$ cat src/rtl/pipelined_adder_sub.sv
// Pipelined WIDTH-bit adder/subtractor. Resolves CHUNK bits of the carry chain per stage
// and uses valid/ready handshakes on both sides.
module pipelined_adder_sub #(
   parameter int WIDTH = 16,
   parameter int CHUNK = 4
) (
   input  logic             clk,
   input  logic             rst_n,
   input  logic [WIDTH-1:0] A,
   input  logic [WIDTH-1:0] B,
   input  logic             Cin,
   input  logic             Mode,
   input  logic             in_valid,
   output logic             in_ready,
   output logic [WIDTH-1:0] S,
   output logic             Cout,
   output logic             Ovf,
   output logic             out_valid,
   input  logic             out_ready
);

   localparam int STAGES = WIDTH / CHUNK;
   localparam int LAST   = STAGES - 1;

   if ((WIDTH % CHUNK) != 0) begin : g_cfg_check
      $error("pipelined_adder_sub: WIDTH must be a multiple of CHUNK");
   end

   logic [STAGES-1:0] r_v;
   logic [STAGES-1:0] r_c;
   logic [WIDTH-1:0]  r_a    [STAGES];
   logic [WIDTH-1:0]  r_b    [STAGES];
   logic [WIDTH-1:0]  r_s    [STAGES];
   logic              r_mode [STAGES];
   logic              r_sa   [STAGES];
   logic              r_sb   [STAGES];
   logic              r_ovf;

   logic [STAGES-1:0] w_load;
   logic [STAGES-1:0] w_src_v;
   logic [STAGES-1:0] w_src_c;
   logic [WIDTH-1:0]  w_src_a    [STAGES];
   logic [WIDTH-1:0]  w_src_b    [STAGES];
   logic [WIDTH-1:0]  w_src_s    [STAGES];
   logic [WIDTH-1:0]  w_s_new    [STAGES];
   logic              w_src_mode [STAGES];
   logic              w_src_sa   [STAGES];
   logic              w_src_sb   [STAGES];
   logic [CHUNK:0]    w_chunk    [STAGES];
   logic              w_ready_chain;
   logic              w_ovf_new;

   // A stage may load when it is empty or its contents move on this cycle;
   // walking from the output backwards lets bubbles collapse under backpressure.
   always_comb begin
      w_load        = '0;
      w_ready_chain = out_ready;
      for (int k = LAST; k >= 0; k--) begin
         w_load[k]     = !r_v[k] || w_ready_chain;
         w_ready_chain = w_load[k];
      end
   end

   assign in_ready = w_load[0];

   // Subtraction is A + ~B + ~Cin, so B and the carry-in are conditioned once at entry.
   always_comb begin
      w_src_v       = '0;
      w_src_c       = '0;
      w_src_v[0]    = in_valid;
      w_src_a[0]    = A;
      w_src_b[0]    = Mode ? ~B : B;
      w_src_s[0]    = '0;
      w_src_c[0]    = Mode ? ~Cin : Cin;
      w_src_mode[0] = Mode;
      w_src_sa[0]   = A[WIDTH-1];
      w_src_sb[0]   = B[WIDTH-1];
      for (int k = 1; k < STAGES; k++) begin
         w_src_v[k]    = r_v[k-1];
         w_src_a[k]    = r_a[k-1];
         w_src_b[k]    = r_b[k-1];
         w_src_s[k]    = r_s[k-1];
         w_src_c[k]    = r_c[k-1];
         w_src_mode[k] = r_mode[k-1];
         w_src_sa[k]   = r_sa[k-1];
         w_src_sb[k]   = r_sb[k-1];
      end
      for (int k = 0; k < STAGES; k++) begin
         w_chunk[k] = {1'b0, w_src_a[k][k*CHUNK +: CHUNK]}
                    + {1'b0, w_src_b[k][k*CHUNK +: CHUNK]}
                    + {{CHUNK{1'b0}}, w_src_c[k]};
         w_s_new[k] = w_src_s[k];
         w_s_new[k][k*CHUNK +: CHUNK] = w_chunk[k][CHUNK-1:0];
      end
      if (w_src_mode[LAST])
         w_ovf_new = (w_src_sa[LAST] != w_src_sb[LAST]) &&
                     (w_s_new[LAST][WIDTH-1] != w_src_sa[LAST]);
      else
         w_ovf_new = (w_src_sa[LAST] == w_src_sb[LAST]) &&
                     (w_s_new[LAST][WIDTH-1] != w_src_sa[LAST]);
   end

   always_ff @(posedge clk or negedge rst_n) begin
      if (!rst_n) begin
         r_v   <= '0;
         r_c   <= '0;
         r_ovf <= 1'b0;
         for (int k = 0; k < STAGES; k++) begin
            r_a[k]    <= '0;
            r_b[k]    <= '0;
            r_s[k]    <= '0;
            r_mode[k] <= 1'b0;
            r_sa[k]   <= 1'b0;
            r_sb[k]   <= 1'b0;
         end
      end else begin
         for (int k = 0; k < STAGES; k++) begin
            if (w_load[k]) begin
               r_v[k] <= w_src_v[k];
               if (w_src_v[k]) begin
                  r_a[k]    <= w_src_a[k];
                  r_b[k]    <= w_src_b[k];
                  r_s[k]    <= w_s_new[k];
                  r_c[k]    <= w_chunk[k][CHUNK];
                  r_mode[k] <= w_src_mode[k];
                  r_sa[k]   <= w_src_sa[k];
                  r_sb[k]   <= w_src_sb[k];
               end
            end
         end
         if (w_load[LAST] && w_src_v[LAST])
            r_ovf <= w_ovf_new;
      end
   end

   assign S         = r_s[LAST];
   assign Cout      = r_c[LAST];
   assign Ovf       = r_ovf;
   assign out_valid = r_v[LAST];

endmodule

$ cat config.mk
export PLATFORM = sky130hd
export DESIGN_NAME = pipelined_adder_sub
export DESIGN_NICKNAME = d
export VERILOG_FILES = /design/src/rtl/pipelined_adder_sub.sv
export SDC_FILE = /design/constraint.sdc
export NUM_CORES = 1
export LEC_CHECK = 0
export CAP_MARGIN = 20
export CELL_PAD_IN_SITES_DETAIL_PLACEMENT = 2
export CELL_PAD_IN_SITES_GLOBAL_PLACEMENT = 2
export CORE_ASPECT_RATIO = 2
export CORE_MARGIN = 1.5
export CORE_UTILIZATION = 41
export CTS_CLUSTER_DIAMETER = 60
export CTS_CLUSTER_SIZE = 30
export DETAILED_ROUTE_END_ITERATION = 8
export GPL_ROUTABILITY_DRIVEN = 1
export GPL_TIMING_DRIVEN = 1
export PLACE_DENSITY_LB_ADDON = 0.1
export SYNTH_ARGS = -nofsm -noshare
export SYNTH_HDL_FRONTEND = slang
export SYNTH_SLANG_ARGS = --single-unit
$ cat constraint.sdc
create_clock -name clk -period 5.27 [get_ports clk]
set_clock_uncertainty 0.15 [all_clocks]
set_input_delay 0.7905 -clock clk [delete_from_list [all_inputs] [get_ports clk]]
set_output_delay 0.7905 -clock clk [all_outputs]
set_load 0.05 [all_outputs]
==> results by group, run 1 <==
Cells and area
  • Most frequent cells in the layout: dfrtp_1, mux2_2, clkdlybuf4s50_1, nand2_1, o21ai_0
  • Final instance area: 0.00548 mm^2
  • Final #Nets: 450
  • # diodes: 0
  • Multi-input gate area: 0.00181 mm^2
  • Layout cell share with drive strength beyond 1: 22.2%
  • Sequential Area: 0.00258 mm^2
  • Filler cells: 1097
  • Area growth syn-to-layout: 18.7%
  • Most common cell after layout, fill and taps aside: dfrtp_1

Yosys
  • Mean post-synth cell area: 13.3 um^2
  • Primary FF master, synth: dfrtp_1
  • Post-synth cell types: 32
  • Number of flops mapped to enable cells by yosys: 0
  • Sequential area share after synthesis: 55.8%
  • Number of synthesized register bits: 103
  • Ys async rst share: 100%
  • Yosys warnings: 0
  • Netlist area before placement: 0.00462 mm^2
  • Post-Syn Instances: 348
  • Syn_nets: 406

Setup path
  • Slowest-stage cell, CP: clkdlybuf4s50_1
  • Critical Path, Cell by Cell: clkdlybuf4s50_1 -> nand4b_2 -> or2_2 -> clkdlybuf4s50_1
  • Crit path DAT: 2550 ps
  • Crit-path leading delay family: buffers and inverters
  • CP most frequent cell: clkdlybuf4s50_1
  • Required @ worst endpoint: 4330 ps
  • Critical path class: in -> out
  • Crit path capture type: output port
  • Critical Path Source Type: input port
  • Critical Path Max Stage Delay: 700 ps
  • CP Buf/Inv Count: 2
  • Crit path max fanout: 4

Timing
  • Min Tclk post-route: 3490 ps
  • Fin worst setup slack: 1780 ps
  • Final Hold Viols: 0
  • Crit share post-route: 66.3%
  • Fin Setup TNS: 0 ps
  • Rel. slew slack: 35.0%
  • Fmax: 286 MHz
  • Worst-Margin Slew: 973 ps
  • RSZ-0062 raised after global routing: no
  • Final setup fails: 0
  • Slew Limit Fails: 0

Placed design
  • GP Congestion: 0.708
  • Post-DP Area: 0.00521 mm^2
  • Post-place setup slack: 1760 ps
  • Port-buffer cells: 57
  • HPWL after detailed placement: 6.65 mm

Die
  • DIE AREA: 0.0120 mm^2
  • Die width: 78.1 um
  • Starting density of the core: 42.2%
  • CORE AREA: 0.0109 mm^2
  • Row cnt: 54
  • Chip Height: 153 um
  • IO Pins: 58

Clock network
  • Clock sink count: 103
  • # H-tree levels: 3
  • Clock Tree Buf Depth: 2
  • Clock Latency Late Sink: 340 ps
  • Root buffer cell: clkbuf_16
  • Worst-path clk slew: 70 ps
  • # hold bufs at CTS: 0
  • Post-CTS sizing: 0
  • CTS tree: built
  • Cts bufs inserted: 9
  • Postcts setup bufs: 0

GRT
  • Antenna violations before repair: 0
  • GRT overflow: 0
  • First-pass GRT wire length: 16.1 mm
  • GRT Overall Usage: 17.6%
  • Largest net degree at the start of global routing: 76
  • Vias in the first global route: 3153

Hold path
  • HP Class: reg -> reg

Drt
  • Initial DRC Count: 95
  • First drt pass iteration count: 4
  • Post-DRT Antenna Nets: 0
  • Via count: 2711
  • Vias per cell: 5.05
  • Routed WL per cell: 17.1 um
  • DRC Markers: 0
  • Final wirelength: 9.20 mm

Pwr
  • PwrDens: 531 mW/mm^2
  • Cell leakage power: 2.39 nW
  • Worst VDD drop: 189 uV
  • Total power: 2.91 mW

Flow run
  • Max cap viols: 0

Status
  • Status: finished, final reports clean
## per-stage QoR
stage          hold WS (ps)  util, %  instances
5_1_grt                 356     50.1        537
3_3_place_gp            307     47.6        521
2_1_floorplan           295        -        348
6_report                331     50.1        537
4_1_cts                 339     50.1        537
3_5_place_dp            322     47.6        521
## logic make-up after synthesis
logic type      count (synthesis)  synth area share [%]
simple gates                   46                  4.71
mux                            73                  17.8
buf+inv                        40                  5.09
flops                         103                  55.8
xor+xnor                       24                  4.55
fa+ha+maj                      20                  6.72
compound gates                 42                  5.36
## cell usage after synthesis (4+ instances only)
master	count	area share, %
a21oi_1	9	0.97
mux2_1	10	2.4
xnor2_1	14	2.7
dfrtp_1	103	56
xor2_1	10	1.9
buf_2	11	1.2
mux2_2	63	15
ha_1	12	3.2
fa_1	8	3.5
nand2b_1	5	0.68
nor2_1	4	0.32
inv_1	11	0.89
buf_4	17	2.8
o21ai_0	23	2.5
nand2_1	28	2.3
a21o_1	4	0.65
## worst reg2reg max path: cells and delay by family (launching register included)
kind / cells / cell delay (ps)
AND/OR/NAND/NOR: 1 / 190
AO/OA/AOI/OAI: 1 / 680
multiplexers: 1 / 350
flip-flops: 1 / 420
buffers and inverters: 1 / 330
## state kept, by name (all words and copies together) (netlist names)
signal,cells
r_sb,3
r_s,24
Ovf,1
r_b,24
r_a,24
r_mode,3
S,16
r_c,4
r_v,4
## layout make-up
type,count,area share (%)
flip-flops and latches,103,47.0
multi-input cells,205,33.0
repair buffers,62,11.0
clock buffers,11,4.43
well taps,140,3.19
inverters,11,0.753
clock inverters,5,0.616
## where the power goes
part           internal, mW  leakage (nW)  switching (mW)
logic                 0.484          1.04           0.589
registers              1.06          1.23           0.157
clock network         0.332         0.132           0.284
## final timing paths
| kind | to | depth (start not counted) | startpoint | slack, ps |
|---|---|---|---|---|
| worst max-delay path | in_ready | 4 | out_ready | 1780 |
| worst min-delay path | r_c[3]$_DFFE_PN0P_ | 2 | r_c[3]$_DFFE_PN0P_ | 330 |
| worst max register to register | r_a[60]$_DFFE_PN0P_ | 4 | r_v[3]$_DFFE_PN0P_ | 3030 |
| worst min register to register | r_c[3]$_DFFE_PN0P_ | 2 | r_c[3]$_DFFE_PN0P_ | 330 |
| max in group asynchronous | r_a[29]$_DFFE_PN0P_ | 2 | rst_n | 3630 |
| min in group asynchronous | r_b[31]$_DFFE_PN0P_ | 1 | rst_n | 430 |
## layer usage
layer / global-route usage [%] / vias up / wire [um]
li1: - / 1247 / -
met1: 19.0 / 1403 / 3380
met2: 33.0 / 52 / 5350
met3: 3.64 / 9 / 333
met4: 6.29 / 0 / 143
met5: 0 / - / 0
No activity file was read; power rests on OpenSTA's default activity.
==> run 2: changes to the inputs <==
- CORE_UTILIZATION: 41 -> 34
- clock period: 5.27 -> 3.2 ns (I/O delays scaled with it)
==> run 2 against run 1 <==
Effect of this change: the flow now finishes with violations (design-rule violations); clock-buffer cell count grew 3; via count shrank 0.48%; routed wire length grew 1.3%; global-route usage shrank 3.4 points; hold slack lost 310 ps; die area grew 20%; non-clock buffer count is the same; setup slack lost 1400 ps; critical endpoint unchanged; cell count grew 2.8%; largest power group unchanged; critical path type unchanged; register-to-register slack lost 1900 ps.
==> results by group, run 2 (synthesis results as in run 1) <==
Status
  • Status: complete, but fails checks
  • Failing checks: design-rule violations

Timing
  • Rel. slew slack: 54.8%
  • Final hold slack: 18.6 ps
  • RSZ-0062 raised after global routing: no
  • Final setup fails: 0
  • Fin worst setup slack: 344 ps
  • Fin Setup TNS: 0 ps
  • Fmax: 350 MHz
  • Slew Limit Fails: 0
  • Crit share post-route: 89.2%
  • Worst-Margin Slew: 676 ps
  • Min Tclk post-route: 2860 ps
  • Final Hold Viols: 0

Setup path
  • Required @ worst endpoint: 2570 ps
  • Crit path max fanout: 4
  • Crit path capture type: output port
  • Crit path DAT: 2230 ps
  • Critical Path, Cell by Cell: clkdlybuf4s50_1 -> nand4b_2 -> or2_2 -> clkdlybuf4s50_1
  • CP most frequent cell: clkdlybuf4s50_1
  • R2R Path End: r_c[3]$_DFFE_PN0P_
  • R2r setup slk: 1160 ps
  • Setup crit start: out_ready
  • Depth of the most critical reg-to-reg path: 6
  • Critical Path Max Stage Delay: 700 ps
  • Critical Path Source Type: input port
  • Critical path class: in -> out
  • Worst r2r src: r_c[2]$_DFFE_PN0P_
  • Slowest-stage cell, CP: clkdlybuf4s50_1

Clock network
  • Root buffer cell: clkbuf_16
  • Clock Latency Late Sink: 340 ps
  • Worst-path clk slew: 70 ps
  • # H-tree levels: 3
  • Clock Tree Buf Depth: 2
  • Post-CTS sizing: 0
  • CTS tree: built
  • # hold bufs at CTS: 0
  • Postcts setup bufs: 0
  • Cts bufs inserted: 9
  • Clock sink count: 103

Pwr
  • PwrDens: 869 mW/mm^2
  • Total power: 4.81 mW
  • Cell leakage power: 2.40 nW
  • Worst VDD drop: 273 uV

Drt
  • Routed WL per cell: 16.9 um
  • DRC Markers: 3
  • Vias per cell: 4.89
  • Post-DRT Antenna Nets: 0
  • First drt pass iteration count: 6
  • Via count: 2698
  • Final wirelength: 9.32 mm
  • Initial DRC Count: 120

Placed design
  • Post-DP Area: 0.00525 mm^2
  • GP Congestion: 0.724
  • Port-buffer cells: 57
  • Post-place setup slack: 249 ps
  • HPWL after detailed placement: 6.49 mm
  • Placed cells: 536

GRT
  • Antenna violations before repair: 0
  • Largest net degree at the start of global routing: 54
  • First-pass GRT wire length: 15.5 mm
  • Vias in the first global route: 3084
  • GRT overflow: 0
  • GRT Overall Usage: 14.2%

Die
  • CORE AREA: 0.0134 mm^2
  • Chip Height: 168 um
  • Die width: 85.4 um
  • Row cnt: 60
  • IO Pins: 58
  • DIE AREA: 0.0143 mm^2
  • Starting density of the core: 34.6%

Cells and area
  • Area growth syn-to-layout: 19.7%
  • Cell Count, Final, Fillers Out: 552
  • Final instance area: 0.00553 mm^2
  • Most common cell after layout, fill and taps aside: dfrtp_1
  • Biggest regs: r_a x24, r_b x24, r_s x24
  • Most frequent cells in the layout: dfrtp_1, mux2_2, clkdlybuf4s50_1, nand2_1, o21ai_0
  • Final #Nets: 450
  • Final cell utilization of the core: 41.4%
  • # diodes: 0
  • Layout cell share with drive strength beyond 1: 21.7%

Hold path
  • HP Class: in -> async

Flow run
  • Max cap viols: 0
[run 2: changes by cell type in the layout (fill, tap and decap cells not counted), sizes merged]
cell / before / now
clkbuf: 11 / 14
clkinv: 3 / 0
[run 2: final cells by class]
cell class                      instances  area, um^2
Clock buffer                           14         264
Clock inverter                          2        15.0
Fill cell                            1357        7830
Inverter                               11        41.3
Multi-Input combinational cell        205        1810
Sequential cell                       103        2580
Tap cell                              155         194
Timing Repair Buffer                   62         631
[run 2: per-layer routing]
metal | vias to the layer above | global-route usage (%) | share of wire, % | wire length [um]
met2 | 44 | 25.3 | 57 | 5280
li1 | 1242 | - | - | -
met1 | 1403 | 16.4 | 39 | 3670
met4 | 0 | 5.05 | 1.5 | 140
met5 | - | 0 | 0 | 0
met3 | 9 | 3.14 | 2.4 | 221
[run 2: critical path: cells and delay by family]
family,cells,cell delay [ps]
simple gates,2,610
buf+inv,2,1130
[run 2: worst max path at each step]
stage | to | cells after the start | slack [ps]
2_1_floorplan | r_c[0]$_DFFE_PN0P_ | 8 | 580
3_3_place_gp | r_c[0]$_DFFE_PN0P_ | 7 | 310
3_5_place_dp | r_c[0]$_DFFE_PN0P_ | 7 | 250
4_1_cts | in_ready | 4 | 330
5_1_grt | in_ready | 4 | 270
6_report | in_ready | 4 | 340
[run 2: where the power goes]
part	leakage (nW)	total (mW)	internal [mW]	switching, mW
clock	0.129	1.05	0.572	0.474
sequential	1.23	2.01	1.75	0.257
combinational	1.04	1.75	0.798	0.953
